$ cat src/rtl/nx_instr_pkg.sv
// Shared types and constants for the instruction fetch sequencer.
// Holds instr_t, fetch_state_t and the fetch credit limit.
package nx_instr_pkg;

  localparam int INSTR_W       = 15;
  localparam int FETCH_CREDITS = 2;

  typedef logic [INSTR_W-1:0] instr_t;

  typedef enum logic [1:0] {
    IDLE,
    FETCH,
    DRAIN
  } fetch_state_t;

endpackage

$ cat src/rtl/nx_instr_fetch_fifo.sv
// Two-entry synchronous FIFO carrying {last, data} to the core.
// Ports: clk, rst, push/wdata/wlast, pop/rdata/rlast, full, empty.
module nx_instr_fetch_fifo #(
  parameter int W = 15
) (
  input  logic         clk,
  input  logic         rst,
  input  logic         push,
  input  logic [W-1:0] wdata,
  input  logic         wlast,
  input  logic         pop,
  output logic [W-1:0] rdata,
  output logic         rlast,
  output logic         full,
  output logic         empty
);

  logic [W:0] mem [2];
  logic       wp;
  logic       rp;
  logic [1:0] cnt;

  always_ff @(posedge clk) begin
    if (rst) begin
      mem[0] <= '0;
      mem[1] <= '0;
      wp     <= 1'b0;
      rp     <= 1'b0;
      cnt    <= 2'd0;
    end else begin
      if (push) begin
        mem[wp] <= {wlast, wdata};
        wp      <= ~wp;
      end
      if (pop) begin
        rp <= ~rp;
      end
      cnt <= cnt + 2'(push) - 2'(pop);
    end
  end

  assign {rlast, rdata} = mem[rp];
  assign full           = (cnt == 2'd2);
  assign empty          = (cnt == 2'd0);

endmodule

$ cat src/rtl/nx_instr_fetch.sv
// Streams instructions 0..populated-1 from the store to the core on trigger.
// Ports: clk_i, rst_i, populated_i, trigger_i, store_addr_o, store_rd_o,
//   store_data_i, store_stall_i, instr_data_o, instr_valid_o,
//   instr_last_o, instr_ready_i, busy_o, done_o.
// Option NX_INSTR_FETCH_OVERRUN_EN adds sticky output trigger_overrun_o.
module nx_instr_fetch #(
  parameter  int INSTR_WIDTH = 15,
  parameter  int MAX_INSTRS  = 512,
  localparam int ADDR_W      = $clog2(MAX_INSTRS)
) (
  input  logic                   clk_i,
  input  logic                   rst_i,
  input  logic [ADDR_W-1:0]      populated_i,
  input  logic                   trigger_i,
  output logic [ADDR_W-1:0]      store_addr_o,
  output logic                   store_rd_o,
  input  logic [INSTR_WIDTH-1:0] store_data_i,
  input  logic                   store_stall_i,
  output logic [INSTR_WIDTH-1:0] instr_data_o,
  output logic                   instr_valid_o,
  output logic                   instr_last_o,
  input  logic                   instr_ready_i,
  output logic                   busy_o,
  output logic                   done_o
`ifdef NX_INSTR_FETCH_OVERRUN_EN
  ,
  output logic                   trigger_overrun_o
`endif
);

  import nx_instr_pkg::*;

  fetch_state_t      state;
  logic [ADDR_W-1:0] addr_q;
  logic [ADDR_W-1:0] end_q;
  logic [1:0]        used_q;
  logic              pend_q;
  logic              pend_last_q;
  logic              done_q;

  logic              start;
  logic              credit_ok;
  logic              issue;
  logic              accept;
  logic              pop;
  logic              push;
  logic              last_addr;
  logic              head_last;
  logic              full;
  logic              empty;
  logic [ADDR_W-1:0] cur_addr;
  logic [ADDR_W-1:0] cur_end;

  // The first read goes out in the trigger cycle itself so that data
  // reaches the core two cycles after the trigger.
  assign start    = (state == IDLE) & trigger_i & ~done_q;
  assign cur_addr = (state == IDLE) ? '0 : addr_q;
  assign cur_end  = (state == IDLE) ? populated_i : end_q;

  assign pop  = instr_valid_o & instr_ready_i;
  assign push = pend_q & (~full | pop);

  // used_q counts buffered plus in-flight words; a same-cycle pop frees one.
  assign credit_ok = (used_q < 2'(FETCH_CREDITS)) | pop;
  assign issue     = credit_ok
                   & ((start & (|populated_i)) | (state == FETCH));
  assign accept    = issue & ~store_stall_i;
  assign last_addr = (cur_addr == cur_end - ADDR_W'(1));

  assign store_addr_o  = cur_addr;
  assign store_rd_o    = issue;
  assign instr_valid_o = ~empty;
  assign instr_last_o  = head_last & ~empty;
  assign busy_o        = (state != IDLE);
  assign done_o        = done_q;

  always_ff @(posedge clk_i) begin
    if (rst_i) begin
      state       <= IDLE;
      addr_q      <= '0;
      end_q       <= '0;
      used_q      <= 2'd0;
      pend_q      <= 1'b0;
      pend_last_q <= 1'b0;
      done_q      <= 1'b0;
    end else begin
      done_q      <= 1'b0;
      pend_q      <= accept;
      pend_last_q <= accept & last_addr;
      used_q      <= used_q + 2'(accept) - 2'(pop);
      if (accept) begin
        addr_q <= cur_addr + ADDR_W'(1);
      end else if (start) begin
        addr_q <= '0;
      end
      unique case (state)
        IDLE: begin
          if (start) begin
            end_q <= populated_i;
            if (populated_i == '0) begin
              done_q <= 1'b1;
            end else if (accept & last_addr) begin
              state <= DRAIN;
            end else begin
              state <= FETCH;
            end
          end
        end
        FETCH: begin
          if (accept & last_addr) begin
            state <= DRAIN;
          end
        end
        DRAIN: begin
          if (pop & instr_last_o) begin
            state  <= IDLE;
            done_q <= 1'b1;
          end
        end
        default: state <= IDLE;
      endcase
    end
  end

  nx_instr_fetch_fifo #(
    .W(INSTR_WIDTH)
  ) u_fifo (
    .clk   (clk_i),
    .rst   (rst_i),
    .push  (push),
    .wdata (store_data_i),
    .wlast (pend_last_q),
    .pop   (pop),
    .rdata (instr_data_o),
    .rlast (head_last),
    .full  (full),
    .empty (empty)
  );

`ifdef NX_INSTR_FETCH_OVERRUN_EN
  logic overrun_q;

  always_ff @(posedge clk_i) begin
    if (rst_i) begin
      overrun_q <= 1'b0;
    end else if (trigger_i & busy_o) begin
      overrun_q <= 1'b1;
    end
  end

  assign trigger_overrun_o = overrun_q;
`endif

endmodule

$ cat config.mk
export PLATFORM = sky130hd
export DESIGN_NAME = nx_instr_fetch
export DESIGN_NICKNAME = d
export VERILOG_FILES = /design/src/rtl/nx_instr_pkg.sv /design/src/rtl/nx_instr_fetch_fifo.sv /design/src/rtl/nx_instr_fetch.sv
export SDC_FILE = /design/constraint.sdc
export NUM_CORES = 1
export LEC_CHECK = 0
export BUFFER_PORTS_ARGS = -buffer_cell sky130_fd_sc_hd__buf_2
export CORE_UTILIZATION = 50
export CTS_BUF_LIST = sky130_fd_sc_hd__clkbuf_2 sky130_fd_sc_hd__clkbuf_4 sky130_fd_sc_hd__clkbuf_8
export CTS_CLUSTER_DIAMETER = 30
export CTS_CLUSTER_SIZE = 10
export DETAILED_ROUTE_END_ITERATION = 8
export PLACE_DENSITY = 0.79
export SKIP_CTS_REPAIR_TIMING = 1
export SLEW_MARGIN = 0
export SYNTH_ARGS = -nofsm -noshare
export SYNTH_HDL_FRONTEND = slang
export SYNTH_SLANG_ARGS = --single-unit
$ cat constraint.sdc
create_clock -name clk_i -period 2.7 [get_ports clk_i]
set_input_delay 0.405 -clock clk_i [delete_from_list [all_inputs] [get_ports clk_i]]
set_output_delay 0.405 -clock clk_i [all_outputs]
set_load 0.01 [all_outputs]
**Word level (Yosys, flattened, before mapping)**

Memory sizes are Yosys's and may differ from the RTL's. A register that Yosys moved wholly into a read port is not among the register bits.
Index checks and enable logic that the tools add are counted.
W data, S select, Z words.

- Bits in writable memories: 32
- Memories: 1
- Bits of input ports: 29
- Register bits after elaboration: 29

Memories:

| memory | depth | width | read ports | clocked after Yosys merged registers in | wr ports | line | RTL |
|---|---|---|---|---|---|---|---|
| u_fifo.mem | 2 | 16 | 1 | 1 | 2 | nx_instr_fetch_fifo.sv:18 | `logic [W:0] mem [2];` |

- $lt $le $gt $ge: 1
- $add $sub $neg: 6
- Reduce and logical (&&, ||, !) cells: 9
- Multiplexer cells: 24
- Bitwise gates (word level): 19
- Eq/ne operators: 8

Operators with widths:

| cell | count |
|---|---|
| $mux W9 | 4 |
| $mux W16 | 1 |
| $reduce_or A16 Y1 | 1 |
| $mux W1 | 12 |
| $and A1 B1 Y1 | 10 |
| $mux W2 | 5 |
| $add A9 B1 Y9 const B | 1 |
| $eq A9 B9 Y1 | 1 |
| $logic_not A9 Y1 | 1 |
| $reduce_or A9 Y1 | 1 |
| $sub A9 B1 Y9 const B | 1 |
| $ne A2 B2 Y1 const B | 3 |
| $not A1 Y1 | 6 |
| $pmux W2 S3 | 1 |
| $add A2 B1 Y2 | 2 |
| $eq A2 B2 Y1 const B | 2 |
| $logic_not A2 Y1 | 2 |
| $reduce_and A4 Y1 | 1 |
| $reduce_bool A2 Y1 | 2 |
| $sub A2 B1 Y2 | 2 |
| $or A1 B1 Y1 | 3 |
| $eq A2 B1 Y1 const B | 1 |
| $lt A2 B2 Y1 const B | 1 |
| $ne A2 B1 Y1 const B | 1 |
| other kinds (2) | 2 |

**Logic depth before layout (Yosys ltp)**

- Word-level depth: 12
- Depth in mapped cells: 12
- Depth with buffers taken out: 10

**Cells and area by module**

From an unflattened synthesis, not the netlist that was laid out.

- Cells, all modules: 331
- Area total of the unflattened synthesis: 3239.4 sq um

Modules (own cells, without submodules):

| module | cells each | area an instance (sq um) | times used |
|---|---|---|---|
| nx_instr_fetch_fifo | 126 | 1691.6 | 1 |
| nx_instr_fetch | 205 | 1547.7 | 1 |

**Least setup slack after synthesis**

No wires, ideal clock.

- Path kind: register -> register
- Start: register state[1]
- End: register addr_q[8]
- Arrival time: 2.257 ns
- Setup time: 0.114 ns
- Slack: 0.329 ns
- Stages on the path, launching flop included: 13
- Period minus slack after synthesis: 2.371 ns
- Buffers on the path: 2
- Cell sequence: dfxtp_1 nor2_2 inv_1 buf_2 clkbuf_1 and2_1 ha_1 o2111a_1 and3_1 and3_1 xnor2_1 o21ai_0 nor2b_1

- Elaborated cells on any way between the ends: 12

RTL lines:

| element | line | RTL |
|---|---|---|
| from (decl) | nx_instr_fetch.sv:33 | `fetch_state_t state;` |
| from (signal assigned) | nx_instr_fetch.sv:79 | `state <= IDLE;` |
| from (signal assigned) | nx_instr_fetch.sv:103 | `state <= DRAIN;` |
| from (signal assigned) | nx_instr_fetch.sv:105 | `state <= FETCH;` |
| $logic_not A2 Y1 | nx_instr_fetch.sv:57 | `assign cur_addr = (state == IDLE) ? '0 : addr_q;` |
| $mux W9 | nx_instr_fetch.sv:57 |  |
| named net store_addr_o[0] | nx_instr_fetch.sv:15 | `output logic [ADDR_W-1:0] store_addr_o,` |
| $add A9 B1 Y9 | nx_instr_fetch.sv:92 | `addr_q <= cur_addr + ADDR_W'(1);` |
| $mux W9 | nx_instr_fetch.sv:91 | `if (accept) begin` |
| to (signal assigned) | nx_instr_fetch.sv:92 |  |
| to (decl) | nx_instr_fetch.sv:34 | `logic [ADDR_W-1:0] addr_q;` |

The timed path passes the listed nets, and every way through them passes these cells.
A chain may end at the register's enable or synchronous reset.

**Worst setup path after layout**

- Start: register state[1]
- End: output port store_rd_o

- Word-level cells in the longest chain between the ends: 6
- Elaborated cells on any way between the ends: 7

RTL lines:

| element | line | RTL |
|---|---|---|
| $logic_not A2 Y1 | nx_instr_fetch.sv:56 | `assign start = (state == IDLE) & trigger_i & ~done_q;` |
| $and A1 B1 Y1 (2 in series) | nx_instr_fetch.sv:56 |  |
| $and A1 B1 Y1 | nx_instr_fetch.sv:66 | `& ((start & (\|populated_i)) \| (state == FETCH));` |
| $or A1 B1 Y1 (*) | nx_instr_fetch.sv:66 |  |
| $and A1 B1 Y1 (*) | nx_instr_fetch.sv:66 |  |
| to (decl) | nx_instr_fetch.sv:16 | `output logic store_rd_o,` |

Every way passes the cells marked *; elsewhere a longest branch is shown, timed or not.

==> results.txt <==
Sw frac - 0.296
Io pins - 58
Max_cap viols - 0
Routability Congestion - 0.900
PwrDens - 657 mW/mm^2
Final Util - 0.631
CTS buffer count - 9
WP buf/inv - 3
Status - finished clean
Sequential fraction of the synthesis area - 0.484
Ant diodes - 0
Hold crit path type - input pin to flop
R2R Path Start - state[1]$_SDFFE_PP0P_
Worst setup path endpoint - store_rd_o
Grt ovf - 0
Clock Latency Late Sink - 0.34 ns
DR vias/cell - 5.44
Placed Instances - 449
Cell leakage power - 1.64 nW
Layout cell share with drive strength beyond 1 - 0.290
Area contributors post-synth - edfxtp_1 30%, dfxtp_1 19%, and2_1 7.9%
Logic gate share of total power - 0.240
CTS tree - done
Largest net degree at the start of global routing - 34
Most common cell on crit path - a21oi_1
Relative slew margins - 0.571
Die Width - 82.4 um
Post-Syn Area - 0.00323 mm^2
Setup WS pre-CTS - 0.206 ns
Placeable Area - 0.00606 mm^2
Max Slew Vio Count - 0
Multi-input logic area - 0.00157 mm^2
Worst Setup End Kind - output pin
Syn avg cell area - 10.1 um^2
Yosys warning total - 0
Dpl hpwl - 5020 um
Fin nets - 420
Drt first-iter violations - 101
Syn Inst Count - 319
Final worst slack - 0.228 ns
First-pass GRT wire length - 11300 um
Final setup vio count - 0
Sequential Power Share - 0.444
Reg2reg end - pend_last_q$_SDFF_PP0_
Fin crit period - 2.47 ns
Pint - 1.77 mW
Maximum clock path buffer count - 2
Setup crit start kind - flop
Starting Density - 0.533
Clock Pin Slew Worst Setup and Hold Paths - 0.07 ns
WL per Instance - 15.1 um
Fin. Hold Viols - 0
Crit-path max cell delay - 0.39 ns
Least-Margin Pin Slew - 0.644 ns
CP cell instances - nor2_2 > inv_1 > buf_4 > nor2_1 > a21oi_1 > a21oi_1 > buf_2
WHS - 0.326 ns
H-tree lvl count - 3
Critical Path Source - state[1]$_SDFFE_PP0P_
R2r setup slk - 0.34 ns
Post-synth EDFFs - 32
FFs w/ async S/R, synth - 0
Slowest cell on crit path - dfxtp_1
Clock Sinks - 62
Post-synth top area share - 0.298
Clock Skew - 0.00856 ns
FILL cells - 514
Initial antenna violation count - 0
P_sw - 0.745 mW
Ys flop type - edfxtp_1
Final period util - 0.915
Critical path depth in cells - 7
Seq. cell area - 0.00156 mm^2
Post-route antenna net violation count - 0
CP required - 2.30 ns
R2R cell count - 8
Cell taking the most area after synthesis - edfxtp_1
Pre-Repair DR Iteration Count - 4
Clk network pwr share - 0.316
Area Overhead vs Synth - 18.4%
Arr. time, crit path - 2.07 ns
Post-route setup TNS - 0 ns
Die footprint - 0.00678 mm^2
Synth unique cells - 55
Crit path max-delay family - simple AND/OR/NAND/NOR gates
Crit path max fanout - 18
Yosys reg bits - 62
WL final - 7010 um
Unrepaired setup endpoints after global routing - no
Port Buffers - 57
Achievable Freq - 0.405 GHz
Row cnt - 28
Synthesized Nets - 354
GRT Total Usage - 0.228
Layout Cells excl Fill - 465
# DRC - 0
Clock root cell - clkbuf_8
CP Class - flop to output pin
Vias in the first global route - 2470
Die Y - 82.4 um
Max IR drop VDD - 321 uV
Vias - 2529
==> layout make-up <==
class / instances / share of cell area
clock inverter: 7 / 0.0170
multi-input combinational: 233 / 0.410
clock buffer: 9 / 0.0324
tap: 75 / 0.0245
sequential: 62 / 0.408
inverter: 10 / 0.00982
timing repair buffer: 69 / 0.0982
==> flip-flops by register name, indices dropped and copies added (netlist names), named ones only <==
signal,flops
u_fifo.cnt,2
u_fifo.wp,1
used_q,2
end_q,9
done_o,1
pend_last_q,1
state,2
pend_q,1
u_fifo.mem,32
u_fifo.rp,1
addr_q,9
==> per-layer routing <==
layer / track usage / vias to the layer above / share of wire
met4: 0.123 / 0 / 0.027
li1: - / 1258 / -
met3: 0.0473 / 21 / 0.055
met2: 0.399 / 85 / 0.48
met1: 0.258 / 1165 / 0.44
met5: 0 / - / 0
==> cell usage in the layout (no fill, tap or decap), types with 5 or more instances in the layout <==
cell      netlist  layout
edfxtp_1       32      32
nor2b_1         5       5
mux2_2         15      15
a21oi_1        25      25
ha_1            6       6
buf_2           3      57
xor2_1          7       7
dfxtp_1        30      30
and2_1         41      41
nor2_1         20      20
inv_1           9       9
o21ai_0        12      12
nand2_1        21      21
buf_4           1      12
xnor2_1        15      15
clkbuf_8        0       9
nor3_1          5       5
nand3_1         7       7
==> Yosys cell counts (2+ instances only) <==
library cell / n
xor2_1: 7
nor2_1: 20
nor4_1: 2
o21ai_0: 12
nor3b_1: 2
clkbuf_1: 8
or4_1: 2
ha_1: 6
or3_2: 2
or2_2: 2
inv_1: 9
nor3_1: 5
a21oi_1: 25
edfxtp_1: 32
nand2_1: 21
and2_1: 41
buf_2: 3
mux2i_1: 4
a31oi_1: 2
xnor2_1: 15
and3_1: 4
nor2b_1: 5
nand3b_1: 3
or3_1: 4
nand3_1: 7
mux2_2: 15
o31ai_1: 3
nand4b_1: 2
dfxtp_1: 30
==> metrics by stage <==
step / instance area, um^2 / power [mW]
floorplan: 3230 / 1.54
global placement: 3630 / 1.71
detailed placement: 3630 / 1.74
CTS: 3820 / 2.53
global route: 3820 / 2.65
finish: 3820 / 2.51
==> power by group through the flow <==
| stage | clock, mW | sequential, mW | combinational (mW) |
|---|---|---|---|
| floorplan | 0 | 1.12 | 0.420 |
| global placement | 0 | 1.13 | 0.584 |
| detailed placement | 0 | 1.13 | 0.606 |
| CTS | 0.804 | 1.11 | 0.609 |
| global route | 0.845 | 1.12 | 0.683 |
| finish | 0.794 | 1.11 | 0.603 |
==> worst min-delay path: cells and delay by family <==
kind	cells	cell delay (ns)
buffers and inverters	1	0.11
AND/OR/NAND/NOR	1	0.05
AO/OA/AOI/OAI	1	0.05
==> cell families (layout without fill, tap and decap cells) <==
logic type,after synthesis,count (layout),synth area share
AND/OR/NAND/NOR,131,131,0.227
flip-flops,62,62,0.484
AO/OA/AOI/OAI,55,55,0.109
buffers and inverters,24,95,0.0326
XOR/XNOR,22,22,0.0597
multiplexers,19,19,0.0647
adder cells (fa/ha/maj),6,6,0.0233
==> worst min-delay path by stage <==
| stage | from | endpoint | slack [ns] | cells after the start |
|---|---|---|---|---|
| detailed placement | end_q[8]$_SDFFE_PP0P_ | end_q[8]$_SDFFE_PP0P_ | 0.46 | 2 |
| finish | populated_i[1] | end_q[1]$_SDFFE_PP0P_ | 0.33 | 3 |
| global route | populated_i[8] | end_q[8]$_SDFFE_PP0P_ | 0.34 | 3 |
| global placement | end_q[1]$_SDFFE_PP0P_ | end_q[1]$_SDFFE_PP0P_ | 0.44 | 2 |
| CTS | populated_i[8] | end_q[8]$_SDFFE_PP0P_ | 0.31 | 3 |
| floorplan | end_q[1]$_SDFFE_PP0P_ | end_q[1]$_SDFFE_PP0P_ | 0.44 | 2 |
(Power assumes the default switching activity.)
